`src/rtl/peripheral_uart_fifo_gen_wb.sv`:
```
`default_nettype none
// ============================================================================
// Module      : peripheral_uart_fifo_gen_wb
// Description : Generic-depth first-word-fall-through UART FIFO for the TX
//               and RX paths. It has sticky overrun/underrun flags and a
//               trigger level. Optional character timeout is enabled by the
//               macro UART_FIFO_TIMEOUT_EN.
// Revision    : 1.0 - initial release
// ============================================================================
module peripheral_uart_fifo_gen_wb #(
    parameter int FIFO_WIDTH     = 8,
    parameter int FIFO_DEPTH     = 16,
    parameter int PTR_W          = $clog2(FIFO_DEPTH),
    parameter int CNT_W          = $clog2(FIFO_DEPTH) + 1,
    parameter int TIMEOUT_CYCLES = 64
) (
    input  logic                  clk,
    input  logic                  wb_rst_ni,
    input  logic                  push,
    input  logic                  pop,
    input  logic [FIFO_WIDTH-1:0] data_in,
    input  logic                  fifo_reset,
    input  logic                  reset_status,
    input  logic [CNT_W-1:0]      trig_level,
    output logic [FIFO_WIDTH-1:0] data_out,
    output logic [CNT_W-1:0]      count,
    output logic                  empty,
    output logic                  full,
    output logic                  overrun,
    output logic                  underrun,
    output logic                  trig_hit,
    output logic                  timeout
);

    localparam logic [CNT_W-1:0] c_depth = CNT_W'(FIFO_DEPTH);

    logic [FIFO_WIDTH-1:0] r_mem [FIFO_DEPTH];
    logic [PTR_W-1:0]      r_top;
    logic [PTR_W-1:0]      r_bottom;
    logic [CNT_W-1:0]      r_count;
    logic                  r_overrun;
    logic                  r_underrun;

    logic w_empty;
    logic w_full;
    logic w_push_acc;
    logic w_pop_acc;

    assign w_empty    = (r_count == '0);
    assign w_full     = (r_count == c_depth);
    // A full FIFO still takes a push when the head leaves on the same edge.
    assign w_push_acc = push && (!w_full || pop);
    assign w_pop_acc  = pop && !w_empty;

    always_ff @(posedge clk) begin
        if (!wb_rst_ni || fifo_reset) begin
            r_top      <= '0;
            r_bottom   <= '0;
            r_count    <= '0;
            r_overrun  <= 1'b0;
            r_underrun <= 1'b0;
        end else begin
            if (w_push_acc) r_top    <= r_top + PTR_W'(1);
            if (w_pop_acc)  r_bottom <= r_bottom + PTR_W'(1);
            case ({w_push_acc, w_pop_acc})
                2'b10:   r_count <= r_count + CNT_W'(1);
                2'b01:   r_count <= r_count - CNT_W'(1);
                default: r_count <= r_count;
            endcase
            if (push && !pop && w_full) r_overrun <= 1'b1;
            else if (reset_status)      r_overrun <= 1'b0;
            if (pop && w_empty)         r_underrun <= 1'b1;
            else if (reset_status)      r_underrun <= 1'b0;
        end
    end

    // Storage is not reset; only the write is gated by both reset sources.
    always_ff @(posedge clk) begin
        if (wb_rst_ni && !fifo_reset && w_push_acc) r_mem[r_top] <= data_in;
    end

    assign data_out = r_mem[r_bottom];
    assign count    = r_count;
    assign empty    = w_empty;
    assign full     = w_full;
    assign overrun  = r_overrun;
    assign underrun = r_underrun;
    assign trig_hit = (trig_level != '0) && (r_count >= trig_level);

`ifdef UART_FIFO_TIMEOUT_EN
    localparam int               c_to_w   = $clog2(TIMEOUT_CYCLES + 1);
    localparam logic [c_to_w-1:0] c_to_max = c_to_w'(TIMEOUT_CYCLES);

    logic [c_to_w-1:0] r_idle;
    logic [c_to_w-1:0] w_idle_nxt;
    logic              r_timeout;

    always_comb begin
        w_idle_nxt = r_idle;
        if (w_push_acc || w_pop_acc || w_empty) w_idle_nxt = '0;
        else if (r_idle != c_to_max)            w_idle_nxt = r_idle + c_to_w'(1);
    end

    always_ff @(posedge clk) begin
        if (!wb_rst_ni || fifo_reset) begin
            r_idle    <= '0;
            r_timeout <= 1'b0;
        end else begin
            r_idle    <= w_idle_nxt;
            r_timeout <= (w_idle_nxt == c_to_max);
        end
    end

    assign timeout = r_timeout;
`else
    // Constant low; the parameter stays referenced so both builds share one interface.
    assign timeout = (TIMEOUT_CYCLES < 0);
`endif

endmodule
`default_nettype wire

```
`config.mk`:
```
export PLATFORM = sky130hd
export DESIGN_NAME = peripheral_uart_fifo_gen_wb
export DESIGN_NICKNAME = d
export VERILOG_FILES = /design/src/rtl/peripheral_uart_fifo_gen_wb.sv
export SDC_FILE = /design/constraint.sdc
export NUM_CORES = 1
export LEC_CHECK = 0
export ABC_AREA = 1
export CAP_MARGIN = 20
export CORE_AREA = 2 2 111 113
export CTS_CLUSTER_DIAMETER = 150
export DETAILED_ROUTE_END_ITERATION = 10
export DIE_AREA = 0 0 113 115
export GPL_TIMING_DRIVEN = 1
export PLACE_DENSITY = 0.76
export SLEW_MARGIN = 20
export SYNTH_ARGS = -nofsm -noshare
export SYNTH_HDL_FRONTEND = slang
export SYNTH_SLANG_ARGS = --single-unit
export TNS_END_PERCENT = 100
```
`constraint.sdc`:
```
create_clock -name clk -period 2.5 [get_ports clk]
set_input_delay 0.5 -clock clk [delete_from_list [all_inputs] [get_ports clk]]
set_output_delay 0.5 -clock clk [all_outputs]
set_load 0.01 [all_outputs]
```
; ---- Word-level counts from Yosys, hierarchy flattened
; Memories as Yosys holds them, arrays and structs flattened. A register that Yosys moved wholly into a read port is not among the register bits.
; Cells that the tools add are included.
[op_classes]
addsub = 4
order_cmp = 1
n_eq_ne = 3
n_mux = 8
n_reduce_logical = 20
[ops]
columns = op, count
row1 = case mux 5 bit (2 select lines), 1
row2 = adder 4 x 1 -> 4 bit (second input constant), 2
row3 = logical AND 1 bit, 8
row4 = two-way mux 4 bit, 2
row5 = nonzero test 2 bit, 3
row6 = adder 5 x 1 -> 5 bit (second input constant), 1
row7 = == test 5 bit (second input constant), 1
row8 = >= comparator 5 bit, 1
row9 = logical NOT 1 bit, 5
row10 = logical NOT 5 bit, 1
row11 = two-way mux 1 bit, 5
row12 = nonzero test 5 bit, 1
row13 = subtractor 5 x 1 -> 5 bit (second input constant), 1
row14 = == test 2 x 1 -> 1 bit (second input constant), 1
row15 = == test 2 bit (second input constant), 1
row16 = logical OR 1 bit, 2
[totals]
ff_bits = 15
mem_bits_rw = 128
out_inout_bits = 19
mem_count = 1
[mem_list]
columns = name, words, width, read_ports, rd_clocked_by_memory_dff, write_ports, line
row1 = r_mem, 16, 8, 1, 1, 1, 37  ; logic [FIFO_WIDTH-1:0] r_mem [FIFO_DEPTH];

; ---- Logic depth before layout (Yosys ltp)
; Gate-level depths: netlist (run 1).
[logic_depth]
depth_word = 7
mapped_depth = 15
depth_no_buf = 15

; ---- Worst setup path before layout (run 1)
; Ideal clock, no wire load.
[synth_timing]
path_type = reg-to-reg
start = register r_count[2], in the netlist count[2]
end = register r_count[3], in the netlist count[3]
t_arrival_ps = 1901
t_required_ps = 2385
setup_slack_ps = 484
path_stages_with_launch = 12
period_less_slack_ps = 2016
cell_sequence = dfxtp_1 > nor2_4 > nand3_2 > nand2_2 > inv_2 > ha_1 > ha_1 > or2_2 > nand3_1 > nand2_1 > o21ai_0 > inv_1
[synth_via]
elab_cells_between_ends = 13
classes_between = add/sub: 2 / eq/ne: 3 / mux: 1 / reduce/logical: 7
[synth_lines]
columns = element, line
row1 = "start, declared", 40  ; logic [CNT_W-1:0] r_count;
row2 = "start signal, assigned", 66  ; 2'b10: r_count <= r_count + CNT_W'(1);
row3 = "start signal, assigned", 67  ; 2'b01: r_count <= r_count - CNT_W'(1);
row4 = "start signal, assigned", 68  ; default: r_count <= r_count;
row5 = logical NOT 5 bit (*), 49  ; assign w_empty = (r_count == '0);
row6 = logical NOT 1 bit (*), 53  ; assign w_pop_acc = pop && !w_empty;
row7 = logical AND 1 bit (*), 53
row8 = named net w_pop_acc, 47  ; logic w_pop_acc;
row9 = == test 2 x 1 -> 1 bit / == test 2 bit (equally long branches), 65  ; case ({w_push_acc, w_pop_acc})
row10 = case mux 5 bit (2 select lines) / nonzero test 2 bit (equally long branches), n/a
; The timed path passes the listed nets; every way through them passes the cells marked *.
; A chain may end at the register's enable or synchronous reset.

; ---- Worst setup path in the final report (run 1)
[layout_timing]
start = input port trig_level[3]
end = output port trig_hit
[layout_via]
elab_chain_cells = 2
elab_cells_between_ends = 3
classes_between = order compare: 1 / reduce/logical: 2
[layout_rtl]
columns = element, line
row1 = "start, declared", 24  ; input logic [CNT_W-1:0] trig_level,
row2 = >= comparator 5 bit / nonzero test 5 bit (equally long branches), 88  ; assign trig_hit = (trig_level != '0) && (r_count >= trig_level);
row3 = logical AND 1 bit (*), 88
row4 = "end, declared", 31  ; output logic trig_hit,
; Every way passes the cells marked *; elsewhere a longest branch is shown, timed or not.

==> flow_summary.toml, run 1 <==
[place]
portBuffers = 36
place_area_sq_um = 7470
gp_congestion = 0.903
dp_hpwl_microns = 9470

[floorplan]
die_w_microns = 113
io_pins = 38
core_area_sq_um = 11800
start_util = 0.582
die_area_sq_um = 13000
die_h_microns = 115
rows = 40

[clock_network]
cts.clk_slew.worst_paths_ns = 0.06
clock_path_buffers = 2
root_buffer = "clkbuf_16"
cts_buffers = 17
cts_sinks = 147
ctsHoldBuffers = 0
clock_latency_ns = 0.43
cts_tree = "built"
h-tree-depth = 4

[detailed_routing]
drc = 3
viasPerCell = 5.29
wirelength_microns = 15300
drt_pre_antenna_iters = 8
ant_nets = 0
drt_iter0_drc = 454
via_count = 4963
drt-wirelength-per-cell_microns = 16.3

[global_route]
antenna_found_initial = 0
overflow = 0
grt_pass1_wl_microns = 24600
grtUsageTotal = 0.251
grt_max_degree = 41
grt_pass1_vias = 5003

[min_path]
hold_class = "reg -> reg"
worstHoldStart = "underrun"
whs_endpoint = "underrun"
holdPathStages = 2

[pwr]
p_int_uw = 4300
p_per_area_nw_per_um2 = 701
comb_power_share = 0.118
swShare = 0.240
peakVddDrop_mv = 0.389
pwr-share-seq = 0.482
p_leak_uw = 0.00352
p_total_uw = 5660
switchingPower_uw = 1360
clkPwrFrac = 0.400

[timing]
fin_crit_ns = 2.47
drv_slew = 0
worstMarginPinSlew_ns = 0.706
rsz0062_at_grt = "true"
relSlewSlack = 0.528
setup_viol_count_final = 0
post-route-period-util = 0.988
fin_worst_skew_ns = 0.00784
max_clock_freq_mhz = 405
hold_viol = 0

[synthesis]
ys_seq_area_frac = 0.614
netlist_area_sq_um = 6880
ys_async_sr_fraction = 0
ys_types = 28
netlist_instances = 725
yosys_register_bits = 147
synth_nets = 759
yosys_warnings = 0
syn_avg_cell_area_sq_um = 9.49
synth-edff-count = 128
ys.flop_type = "edfxtp_1"

[outcome]
status = "complete, but fails checks"
violations = "DRC"

[critical_path]
rr_worst_depth = 15
crit_required_ns = 2.00
r2r_slack_ns = 0.25
crit_chain = "clkdlybuf4s50_1 -> inv_1 -> ha_1 -> nand2_1 -> inv_1 -> nand4_1 -> nand3_1 -> nor2_1 -> nor2_1 -> clkbuf_2"
endpoint_kind = "primary output"
r2r_start = "count[2]"
r2r_end = "count[4]"
critPathSlowestCell = "clkdlybuf4s50_1"
criticalPathCategory = "in -> out"
cpPeakStageDelay_ns = 0.48
startpoint_type = "input pin"
path_max_fanout = 2
arrival_ns = 1.97

[finish]
area_delta_synth_final_pct = 17.4
drive_gt1_frac = 0.105
final_area_sq_um = 8080
diodes = 0
nFillCells = 866
layout.nets = 814

[run]
cap_violations = 0
critical path: cells and delay by family:
kind	cells	cell delay (ns)
buffers and inverters	4	0.73
and+or+nand+nor	5	0.42
adders and majority gates	1	0.31
layout make-up:
class                   instances  area [sq um]  share of cell area
repair buffers                 64           644              0.0798
clock buffers                  18           429              0.0531
flip-flops and latches        147          4230               0.524
clock inverters                13          95.1              0.0118
inverters                     135           512              0.0634
multi-input cells             415          1980               0.245
well taps                     147           184              0.0228
cell families (layout without fill, tap and decap cells):
| logic type | after synthesis | in the layout | synth area share |
|---|---|---|---|
| AOI/OAI and AO/OA | 16 | 16 | 0.0116 |
| xor gates and xnor gates | 2 | 2 | 0.00255 |
| adders and majority gates | 15 | 15 | 0.0284 |
| buffers and inverters | 163 | 230 | 0.101 |
| DFF | 147 | 147 | 0.614 |
| other | 1 | 1 | 0.000545 |
| and+or+nand+nor | 381 | 381 | 0.242 |
how the worst max path moves through the flow:
stage                  start  endpoint  slack [ns]  depth (start not counted)
6_report       trig_level[3]  trig_hit        0.03                         10
5_1_grt        trig_level[3]  trig_hit       -0.05                         10
4_1_cts        trig_level[3]  trig_hit       -0.08                         10
3_5_place_dp   trig_level[4]  trig_hit       -0.36                         10
3_3_place_gp   trig_level[4]  trig_hit       -0.21                         10
2_1_floorplan       count[2]  count[3]        0.48                         11
synth_stat cells (2+ instances only):
library cell	instances	area, sq um
buf_6	5	56.3
nor2_1	33	124
ha_1	14	175
buf_2	16	80.1
dfxtp_1	19	380
nor2_4	3	33.8
nand2_1	218	818
nor2_2	9	56.3
buf_4	4	30.0
nand3_1	109	546
nand4_1	2	12.5
a21oi_1	11	55.1
or2_2	2	12.5
edfxtp_1	128	3840
inv_2	4	15.0
o21ai_0	5	25.0
inv_1	131	492
clkbuf_1	2	7.51
routing by layer:
metal,vias up,global-route usage,routed length [microns]
met2,200,0.426,7630
li1,2422,-,-
met4,0,0.104,328
met3,35,0.0680,1120
met1,2306,0.308,6210
met5,-,0,0
cells in the final DEF, fill, tap and decap left out, types with 7 or more instances in the layout:
cell type,Yosys,layout
clkbuf_16,0,17
nor2_1,33,33
nand3_1,109,107
nand2_1,218,218
clkdlybuf4s50_1,0,27
buf_4,4,22
a21oi_1,11,11
nor2_2,9,9
dfxtp_1,19,16
dlygate4sd2_1,0,7
edfxtp_1,128,128
ha_1,14,13
inv_1,131,131
metrics by stage:
| stage | setup TNS (ns) | instances | setup WS (ns) | hold WS (ns) | utilization |
|---|---|---|---|---|---|
| 2_1_floorplan | 0 | 725 | 0.484 | 0.478 | - |
| 3_3_place_gp | -0.209 | 904 | -0.209 | 0.462 | 0.632 |
| 3_5_place_dp | -0.489 | 904 | -0.357 | 0.473 | 0.632 |
| 4_1_cts | -0.0785 | 939 | -0.0785 | 0.491 | 0.683 |
| 5_1_grt | -0.0504 | 939 | -0.0504 | 0.523 | 0.684 |
| 6_report | 0 | 939 | 0.0294 | 0.486 | 0.684 |
power groups by stage:
stage | Sequential (uW) | Clock, uW | Combinational, uW
after floorplan | 2770 | 0 | 384
after global placement | 2770 | 0 | 611
after detailed placement | 2770 | 0 | 640
after CTS | 2730 | 2270 | 659
after global routing | 2730 | 2370 | 738
final | 2730 | 2260 | 666
flip-flops by register name (all words and copies together) (netlist names), named ones only:
name	cells
r_top	4
r_mem	128
underrun	1
r_bottom	4
count	5
overrun	1
repair_timing:
action / 4_1_cts / 5_1_grt
endpoints found under the hold margin: 0 / 0
gates cloned: 1 / 0
setup buffers: 3 / 0
pin swaps: 0 / 1
resized for setup: 16 / 7
endpoints found under the setup margin: 9 / 5
Power figures use the tool's default switching activity.
==> run 2, diff against run 1 <==
Settings changed: GPL_ROUTABILITY_DRIVEN set to 0, SETUP_SLACK_MARGIN set to 0.15.
==> run 2 against run 1 <==
Cell count rose by 0.53%. The flow still finishes with violations (DRC). Critical path depth fell by 2. Count of clock-buffer cells in the layout did not move. Core utilization rose by 1.6 points.
==> flow_summary.toml, run 2 (synthesis results as in run 1) <==
[timing]
post-route-period-util = 0.946
relSlewSlack = 0.502
fin_crit_ns = 2.37
rsz0062_at_grt = "true"
setup_viol_count_final = 0
final.setup.tns_ns = 0
drv_slew = 0
hold_ws_ns = 0.486
max_clock_freq_mhz = 423
worstMarginPinSlew_ns = 0.745
setup_slack_ns = 0.134
fin_worst_skew_ns = 0.00984
hold_viol = 0

[floorplan]
start_util = 0.582
die_w_microns = 113
die_area_sq_um = 13000
die_h_microns = 115
rows = 40
core_area_sq_um = 11800
io_pins = 38

[detailed_routing]
wirelength_microns = 16000
viasPerCell = 5.38
drc = 3
drt_pre_antenna_iters = 8
ant_nets = 0
drt-wirelength-per-cell_microns = 16.9
drt_iter0_drc = 490
via_count = 5076

[pwr]
clkPwrFrac = 0.396
p_total_uw = 5710
p_int_uw = 4330
swShare = 0.242
peakVddDrop_mv = 0.383
pwr-share-seq = 0.479
p_per_area_nw_per_um2 = 690
p_leak_uw = 0.00361
switchingPower_uw = 1380
comb_power_share = 0.125

[global_route]
grt_max_degree = 26
grtUsageTotal = 0.257
overflow = 0
grt_pass1_wl_microns = 25100
grt_pass1_vias = 5127
antenna_found_initial = 0

[finish]
final_cell_mix = "nand2_1, edfxtp_1, inv_1"
multiInputGateArea_sq_um = 2030
area_delta_synth_final_pct = 20.2
layout_commonest_cell = "nand2_1"
ff_latch_area_sq_um = 4240
largest_reg_flops = 128
diodes = 0
regMostFlops = "r_mem"
fin_cells = 944
layout.nets = 819
drive_gt1_frac = 0.141
nFillCells = 831

[clock_network]
h-tree-depth = 4
clock_latency_ns = 0.42
clock_path_buffers = 2
cts.clk_slew.worst_paths_ns = 0.06
cts_buffers = 17
cts_sinks = 147
root_buffer = "clkbuf_16"
cts_tree = "built"

[outcome]
status = "complete, but fails checks"
violations = "DRC"

[min_path]
holdPathStages = 2
hold_class = "reg -> reg"

[critical_path]
cp-startpoint = "trig_level[1]"
criticalPathCategory = "in -> out"
cpPeakStageDelay_ns = 0.48
crit_required_ns = 2.00
endpoint_kind = "primary output"
path_max_fanout = 2
arrival_ns = 1.87
rr_worst_depth = 15
crit_chain = "clkdlybuf4s50_1 -> inv_1 -> ha_1 -> nand4_1 -> nand3_1 -> nor2_1 -> nor2_1 -> buf_2"
cpMostUsedCell = "nor2_1"
critPathSlowestCell = "clkdlybuf4s50_1"
r2r_start = "count[1]"
r2r_slack_ns = 0.30
cp-endpoint = "trig_hit"
startpoint_type = "input pin"
r2r_end = "count[4]"

[place]
pre_cts_ws_ns = -0.357
dp_hpwl_microns = 9470
dp_cells = 904
portBuffers = 36

[run]
cap_violations = 0
## run 2: per-layer routing
metal | vias up | global-route usage | routed length, microns
met5 | - | 0 | 0
met2 | 233 | 0.433 | 8050
met4 | 0 | 0.124 | 439
met1 | 2377 | 0.312 | 6370
met3 | 36 | 0.0654 | 1140
li1 | 2430 | - | -
## run 2: power groups by stage
stage	logic, uW	clock network [uW]	registers [uW]
floorplan	384	0	2770
global placement	611	0	2770
detailed placement	640	0	2770
CTS	684	2270	2730
global route	781	2370	2730
finish	713	2260	2730
## run 2: critical path: cells and delay by family
kind                       cells  cell delay, ns
buffers and inverters          3            0.67
and+or+nand+nor                4            0.38
adders and majority gates      1            0.30
## run 2: repair_timing
item                                    in CTS  in global routing
cloned                                       3                  1
gates resized for setup                     38                 30
hold buffers                                 0                  0
buffers inserted                             4                  1
pin swaps                                    1                  8
endpoints found under the setup margin       9                 14
## run 2: through the flow
step,util,area (sq um)
after floorplan,-,6880
after global placement,0.632,7470
after detailed placement,0.632,7470
after CTS,0.692,8180
after global routing,0.700,8270
final,0.700,8270
## run 2: worst min-delay path by stage
stage | start | slack, ns | endpoint
2_1_floorplan | r_bottom[2] | 0.48 | register
3_3_place_gp | underrun | 0.46 | underrun
3_5_place_dp | underrun | 0.47 | underrun
4_1_cts | underrun | 0.49 | underrun
5_1_grt | underrun | 0.52 | underrun
6_report | underrun | 0.49 | underrun
## run 2: layout make-up
class                      instances  share of cell area
sequential                       147               0.513
timing repair buffer              69              0.0928
multi-input combinational        415               0.246
clock buffer                      18              0.0519
tap                              147              0.0222
clock inverter                    13              0.0115
inverter                         135              0.0630
